[src/rtl/arm_mac_seq_pkg.sv]
`default_nettype none
//------------------------------------------------------------------------------
// Module  : arm_mac_seq_pkg
// Purpose : Shared types and constants for the sequential ARM MUL/MLA unit:
//           FSM state encoding, datapath width, iteration count, flag bit
//           positions and a helper that forms the {N,Z,C,V} nibble.
// Ports   : (package - none)
// Revision: 1.0 - initial release
//------------------------------------------------------------------------------
package arm_mac_seq_pkg;

   localparam int MAC_WIDTH = 32;
   localparam int MAC_ITERS = 32;

   // Bit positions inside mac_cpsr
   localparam int FLAG_N = 3;
   localparam int FLAG_Z = 2;
   localparam int FLAG_C = 1;
   localparam int FLAG_V = 0;

   // Iteration counter value at which the last MUL step executes
   localparam logic [4:0] CNT_LAST = 5'(MAC_ITERS - 1);

   typedef enum logic [1:0] {
      IDLE = 2'd0,
      MUL  = 2'd1,
      ACC  = 2'd2,
      DONE = 2'd3
   } mac_state_t;

   // C and V are masked by the core, so only N and Z carry information.
   function automatic logic [3:0] mac_flags(input logic [MAC_WIDTH-1:0] res);
      logic [3:0] f;
      f         = 4'b0000;
      f[FLAG_N] = res[MAC_WIDTH-1];
      f[FLAG_Z] = (res == '0);
      f[FLAG_C] = 1'b0;
      f[FLAG_V] = 1'b0;
      return f;
   endfunction

endpackage : arm_mac_seq_pkg
`default_nettype wire

[src/rtl/arm_mac_seq.sv]
`default_nettype none
//------------------------------------------------------------------------------
// Module  : arm_mac_seq
// Purpose : Iterative shift-and-add multiplier for ARM MUL / MLA. One
//           multiplier bit is consumed per cycle; an optional accumulate
//           cycle adds Rn. A single adder is shared by both phases.
// Ports   : clk      - clock, rising edge
//           rst_b    - synchronous active-low reset
//           start    - begin a multiply (sampled in IDLE only)
//           flush    - abort any operation, return to IDLE
//           mac_op1  - multiplicand (Rm)
//           mac_op2  - multiplier (Rs)
//           mac_acc  - accumulator (Rn)
//           mac_sel  - 1 = MLA, 0 = MUL
//           busy     - state is not IDLE (registered)
//           done     - one-cycle result-valid pulse (registered)
//           mac_out  - low 32 bits of result (registered, held)
//           mac_cpsr - {N,Z,C,V} of result (registered, held)
// Revision: 1.0 - initial release
//------------------------------------------------------------------------------
module arm_mac_seq
   import arm_mac_seq_pkg::*;
#(
   parameter bit EARLY_TERM = 1'b0
) (
   input  logic                 clk,
   input  logic                 rst_b,
   input  logic                 start,
   input  logic                 flush,
   input  logic [MAC_WIDTH-1:0] mac_op1,
   input  logic [MAC_WIDTH-1:0] mac_op2,
   input  logic [MAC_WIDTH-1:0] mac_acc,
   input  logic                 mac_sel,
   output logic                 busy,
   output logic                 done,
   output logic [MAC_WIDTH-1:0] mac_out,
   output logic [3:0]           mac_cpsr
);

   mac_state_t           r_state;
   logic [MAC_WIDTH-1:0] r_mcand;
   logic [MAC_WIDTH-1:0] r_mplier;
   logic [MAC_WIDTH-1:0] r_acc;
   logic                 r_sel;
   logic [MAC_WIDTH-1:0] r_prod;
   logic [4:0]           r_count;
   logic                 r_busy;
   logic                 r_done;
   logic [MAC_WIDTH-1:0] r_out;
   logic [3:0]           r_cpsr;

   logic [MAC_WIDTH-1:0] w_addend;
   logic [MAC_WIDTH-1:0] w_sum;
   logic [MAC_WIDTH-1:0] w_mplier_next;
   logic                 w_mul_last;

   // The one adder: product plus either the gated multiplicand (MUL) or
   // the captured accumulator (ACC).
   always_comb begin
      w_addend = '0;
      if (r_state == ACC) begin
         w_addend = r_acc;
      end else if (r_mplier[0]) begin
         w_addend = r_mcand;
      end
   end

   assign w_sum         = r_prod + w_addend;
   assign w_mplier_next = r_mplier >> 1;

   // Early exit is tested on the already-shifted multiplier, so at least
   // one iteration always runs.
   assign w_mul_last = (r_count == CNT_LAST) ||
                       (EARLY_TERM && (w_mplier_next == '0));

   always_ff @(posedge clk) begin
      if (!rst_b) begin
         r_state  <= IDLE;
         r_mcand  <= '0;
         r_mplier <= '0;
         r_acc    <= '0;
         r_sel    <= 1'b0;
         r_prod   <= '0;
         r_count  <= '0;
         r_busy   <= 1'b0;
         r_done   <= 1'b0;
         r_out    <= '0;
         r_cpsr   <= '0;
      end else if (flush) begin
         // Abort wins over everything but reset; results are left untouched.
         r_state <= IDLE;
         r_busy  <= 1'b0;
         r_done  <= 1'b0;
      end else begin
         case (r_state)
            IDLE: begin
               r_done <= 1'b0;
               if (start) begin
                  r_mcand  <= mac_op1;
                  r_mplier <= mac_op2;
                  r_acc    <= mac_acc;
                  r_sel    <= mac_sel;
                  r_prod   <= '0;
                  r_count  <= '0;
                  r_state  <= MUL;
                  r_busy   <= 1'b1;
               end
            end
            MUL: begin
               r_prod   <= w_sum;
               r_mcand  <= r_mcand << 1;
               r_mplier <= w_mplier_next;
               r_count  <= r_count + 5'd1;
               if (w_mul_last) begin
                  if (r_sel) begin
                     r_state <= ACC;
                  end else begin
                     r_state <= DONE;
                     r_done  <= 1'b1;
                     r_out   <= w_sum;
                     r_cpsr  <= mac_flags(w_sum);
                  end
               end
            end
            ACC: begin
               r_prod  <= w_sum;
               r_state <= DONE;
               r_done  <= 1'b1;
               r_out   <= w_sum;
               r_cpsr  <= mac_flags(w_sum);
            end
            DONE: begin
               // Any start seen here is dropped, not queued.
               r_done  <= 1'b0;
               r_busy  <= 1'b0;
               r_state <= IDLE;
            end
            default: begin
               r_state <= IDLE;
               r_busy  <= 1'b0;
               r_done  <= 1'b0;
            end
         endcase
      end
   end

   assign busy     = r_busy;
   assign done     = r_done;
   assign mac_out  = r_out;
   assign mac_cpsr = r_cpsr;

endmodule : arm_mac_seq
`default_nettype wire

[config.mk]
export PLATFORM = sky130hd
export DESIGN_NAME = arm_mac_seq
export DESIGN_NICKNAME = d
export VERILOG_FILES = /design/src/rtl/arm_mac_seq_pkg.sv /design/src/rtl/arm_mac_seq.sv
export SDC_FILE = /design/constraint.sdc
export NUM_CORES = 1
export LEC_CHECK = 0
export CAP_MARGIN = 20
export CORE_AREA = 2 2 142 130
export CTS_CLUSTER_SIZE = 10
export DETAILED_ROUTE_END_ITERATION = 7
export DIE_AREA = 0 0 144 132
export GPL_ROUTABILITY_DRIVEN = 1
export PLACE_DENSITY = 0.79
export SYNTH_ARGS = -nofsm -noshare
export SYNTH_HDL_FRONTEND = slang
export SYNTH_SLANG_ARGS = --single-unit
[constraint.sdc]
create_clock -name clk -period 5.4 [get_ports clk]
set_clock_uncertainty 0.2 [all_clocks]
set_input_delay 1.08 -clock clk [delete_from_list [all_inputs] [get_ports clk]]
set_output_delay 1.08 -clock clk [all_outputs]
set_load 0.03 [all_outputs]
; Word level (Yosys, flattened, before mapping)
; Cells that the tools add are included.
[totals]
register_bits = 174
output_inout_bits = 38
[op_classes]
addsub = 2
n_eq_ne = 7
muxes = 25
bitwise_logic = 2
n_reduce_logical = 16
[op_table]
columns = operator, n
row1 = $pmux 32 s2, 4
row2 = $mux 32, 7
row3 = $add 32x32->32, 1
row4 = $logic_not 32->1, 1
row5 = $pmux 5 s2, 1
row6 = $reduce_and 3->1, 3
row7 = $mux 4, 2
row8 = $pmux 2 s4, 1
row9 = $pmux 4 s2, 1
row10 = $reduce_bool 2->1, 4
row11 = $ne 2x2->1 const B, 3
row12 = $reduce_and 2->1, 3
row13 = $reduce_or 2->1, 3
row14 = $add 5x1->5 const B, 1
row15 = $eq 5x5->1 const B, 1
row16 = $mux 5, 1
row17 = $eq 2x2->1 const B, 2
row18 = $mux 1, 4
row19 = $mux 2, 2
row20 = $reduce_and 4->1, 1
row21 = $pmux 1 s3, 1
row22 = $eq 2x1->1 const B, 1
row23 = $logic_not 2->1, 1
row24 = $not 1->1, 2
row25 = $pmux 1 s2, 1

; Longest topological paths before layout
[logic_depth]
ltp_word = 7
mapped_depth = 17
ltp_nobuf = 15

; Least setup slack after synthesis
; Ideal clock, no wire load.
[synth_timing]
path_type = register to register
from = reg r_state[0]
to = reg r_cpsr[2] (netlist: mac_cpsr[2])
setup_time_ps = 67
t_arrival_ps = 4126
required_time_ps = 5133
setup_slack_ps = 1007
stages_incl_launch_ff = 18
path_buffers = 2
synth_period_minus_slack_ps = 4393
path_cell_list = dfxtp_1 > inv_1 > ha_1 > clkbuf_1 > clkbuf_1 > nand2_1 > o21ai_0 > ha_1 > fa_1 > a211oi_1 > o211ai_1 > a22oi_1 > a21boi_1 > xnor2_1 > nor3b_1 > or4b_1 > or4b_1 > o21ai_2
[synth_via]
elab_chain_cells = 7
elab_cells_between_ends = 12
[synth_lines]
columns = item, line
row1 = from (decl), arm_mac_seq.sv:40  ; mac_state_t r_state;
row2 = from (signal assigned), arm_mac_seq.sv:78  ; r_state <= IDLE;
row3 = from (signal assigned), arm_mac_seq.sv:91  ; r_state <= IDLE;
row4 = from (signal assigned), arm_mac_seq.sv:105  ; r_state <= MUL;
row5 = $eq 2x2->1, "arm_mac_seq.sv:61, arm_mac_seq.sv:95"
row6 = $mux 32, arm_mac_seq.sv:61  ; if (r_state == ACC) begin
row7 = $add 32x32->32, arm_mac_seq.sv:68  ; assign w_sum = r_prod + w_addend;
row8 = $logic_not 32->1, arm_mac_seq_pkg.sv:36  ; f[FLAG_Z] = (res == '0);
row9 = $mux 4, arm_mac_seq.sv:115  ; if (r_sel) begin
row10 = $mux 4, arm_mac_seq.sv:114  ; if (w_mul_last) begin
row11 = $pmux 4 s2, arm_mac_seq.sv:95  ; case (r_state)
row12 = to (signal assigned), arm_mac_seq.sv:121  ; r_cpsr <= mac_flags(w_sum);
row13 = to (signal assigned), arm_mac_seq.sv:130  ; r_cpsr <= mac_flags(w_sum);
row14 = to (decl), arm_mac_seq.sv:50  ; logic [3:0] r_cpsr;
; Several ways; a longest one is shown, not always the timed one. The select of a mux whose other input is x is not followed.
; A chain may end at the register's enable or synchronous reset.

; Worst setup path after layout
; Same ends and word-level chain as after synthesis.

==> flow_summary.yaml <==
status:
  outcome: "finished clean"
clock_network:
  holdBufCountCts: 0
  clockBufferDepth: 2
  cts_resized: 0
  clk_pin_slew_ps: 70
  numCtsBuffers: 17
  h-tree-depth: 4
  root_buffer: "clkbuf_16"
  clk_latency_ps: 440
  clock-sinks: 171
  postCtsSetupRepairBufs: 0
  cts_tree: "done"
floorplan:
  num_rows: 46
  die_h_um: 132
  fp.dieW_um: 144
  start_util: 0.541
  core_area_um2: 17400
  die_area_um2: 19000
  io_pins: 139
pwr:
  ir_drop_uv: 217
  powerDensity_nw_per_um2: 257
  seq_power_share: 0.458
  power_frac_comb: 0.114
  p_int_mw: 2.19
  clkPwrFrac: 0.428
  netSwitchingFraction: 0.261
  leakagePower_nw: 4.77
  p_sw_uw: 770
synthesis:
  async_flop_share: 0
  yosys.area.top_type: "dfxtp_1"
  synth-seq-cells: 171
  synthTopCellsByCount: "nand2_1 (288), dfxtp_1 (171), clkbuf_1 (67)"
  ys_types: 69
  ys_seq_area_frac: 0.363
  yosysWarnings: 0
  syn_inst: 1141
  yosysTopAreaCellShare: 0.363
  yosysMostFrequentCell: "nand2_1"
  synth_edf_count: 0
  synthTopCellsByArea: "dfxtp_1 (36%), nand2_1 (11%), o211a_1 (6.9%)"
  yosys_most_used_dff: "dfxtp_1"
  synth.avg_cell_area_um2: 8.28
  syn-cell-area_um2: 9440
worst_setup_path:
  reg2reg_to: "mac_cpsr[2]"
  r2r_start: "r_state[0]"
  critPathCaptureType: "flop"
  startpoint_type: "flop"
  r2r_slack_ps: 540
  crit_fanout: 32
  critPathMaxStageDelay_ps: 560
  cpMaxStageDelayCell: "or4_1"
  reg2regPathDepth: 15
  path_class: "flop to flop"
  cp.arrival_ps: 5030
  timing.critical_path.buf_inv: 3
  cp_cell_sequence: "inv_1, ha_1, buf_4, buf_4, o21ai_0, ha_1, nand4_1, or3_1, nor3_1, a211o_1, xor2_1, or4_1, nor4_1, or4b_1, o21ai_2"
  cp-endpoint: "mac_cpsr[2]"
  cp-startpoint: "r_state[0]"
  worstPathRequired_ps: 5570
  crit_cells: 15
  crit_family: "simple AND/OR/NAND/NOR gates"
global_routing:
  grt_pass1_wl_mm: 39.7
  antenna_found_initial: 0
  overflow: 0
  grt_max_degree: 107
  first_global_vias: 7962
  grtUsageTotal: 0.260
drt:
  drc: 0
  wl_per_cell_um: 16.4
  vias: 8480
  dr.pass1.iters: 5
  ant_nets: 0
  wirelength_mm: 24.3
  first_iter_violations: 818
  vias_per_cell: 5.73
final_layout:
  stdcell_count: 1480
  nNetsFinal: 1369
  antenna_cells: 0
  area.growth.synth_to_final_pct: 21.6
  post-route-util: 0.658
  final_area_um2: 11500
  fillers: 1472
  drive_gt1_frac: 0.0508
placed_design:
  placed_cells: 1447
  place.port_buffers: 136
  dpl_cell_area_um2: 10900
  gp_congestion: 0.998
  hpwlAfterDp_mm: 17.4
timing:
  rsz0062_at_grt: "no"
  holdWs_ps: 255
  min_period_over_period: 0.901
  tightest_slew_ps: 1130
  slew_headroom: 0.248
  setup_violations: 0
  tns_ps: 0
  hold_viol: 0
  fin_crit_ps: 4860
  fmax_ghz: 0.206
  drv_slew: 0
worst_hold_path:
  min_path_type: "flop to flop"
flow_run:
  maxCapViolations: 0
[logic make-up (layout without fill, tap and decap cells)]
logic type | after synthesis | count (layout) | synth area share
mux | 65 | 65 | 0.0690
other cells | 1 | 2 | 0.000397
xor+xnor | 28 | 28 | 0.0260
compound gates | 315 | 315 | 0.248
buf+inv | 96 | 194 | 0.0444
simple gates | 424 | 424 | 0.195
flops | 171 | 171 | 0.363
fa+ha+maj | 41 | 41 | 0.0551
[through the flow]
step	power (mW)	setup WS, ps
finish	2.96	536
CTS	2.97	619
floorplan	1.58	1010
detailed placement	1.71	668
global route	3.06	189
global placement	1.71	823
[tightest hold or removal path, delay by kind of cell (launching register included)]
family	cells	cell delay (ps)
flops	1	310
simple gates	1	50
compound gates	1	50
[worst min-delay path by stage]
stage | start | end | slack (ps) | depth (start not counted)
6_report | done | done | 250 | 2
5_1_grt | done | done | 280 | 2
4_1_cts | done | done | 260 | 2
3_5_place_dp | done | done | 250 | 2
3_3_place_gp | done | done | 240 | 2
2_1_floorplan | r_acc[23] | r_acc[23] | 240 | 2
[registers in the layout (all words and copies together), names as in the netlist]
name / cells
r_count: 5
r_sel: 1
r_mcand: 32
r_mplier: 32
r_acc: 32
mac_out: 31
mac_cpsr: 2
done: 1
r_prod: 32
busy: 1
r_state: 2
[area by class of cell]
| cell class | instances | area [µm²] | area share |
|---|---|---|---|
| Clock inverter | 14 | 176 | 0.0154 |
| Inverter | 11 | 41.3 | 0.00360 |
| Clock buffer | 18 | 429 | 0.0374 |
| Tap cell | 240 | 300 | 0.0262 |
| Multi-Input combinational cell | 875 | 5630 | 0.491 |
| Timing Repair Buffer | 151 | 1480 | 0.129 |
| Sequential cell | 171 | 3420 | 0.298 |
[layer usage]
metal  vias to the layer above  global-route usage  wire length (µm)
li1                       4193                   -                 -
met1                      3955               0.370             11300
met4                         0              0.0659               393
met3                        30              0.0748              2120
met5                         -                   0                 0
met2                       302               0.388             10500
[cell usage in the layout, fill, tap and decap left out, drive strengths merged, types with 18 or more instances in the layout]
master,instances
clkdlybuf4s50,135
inv,18
o211a,65
clkbuf,18
nor2b,34
mux2i,64
dfxtp,171
a22oi,29
ha,40
a21boi,66
o21ai,57
nor2,38
xnor2,19
nand2,288
a21oi,40
[power by group through the flow]
stage / combinational [mW] / sequential, mW / clock [mW]
after floorplan: 0.214 / 1.37 / 0
after global placement: 0.325 / 1.38 / 0
after detailed placement: 0.330 / 1.38 / 0
after CTS: 0.333 / 1.35 / 1.28
after global routing: 0.370 / 1.36 / 1.33
final: 0.337 / 1.35 / 1.26
No activity file was read; power rests on OpenSTA's default activity.
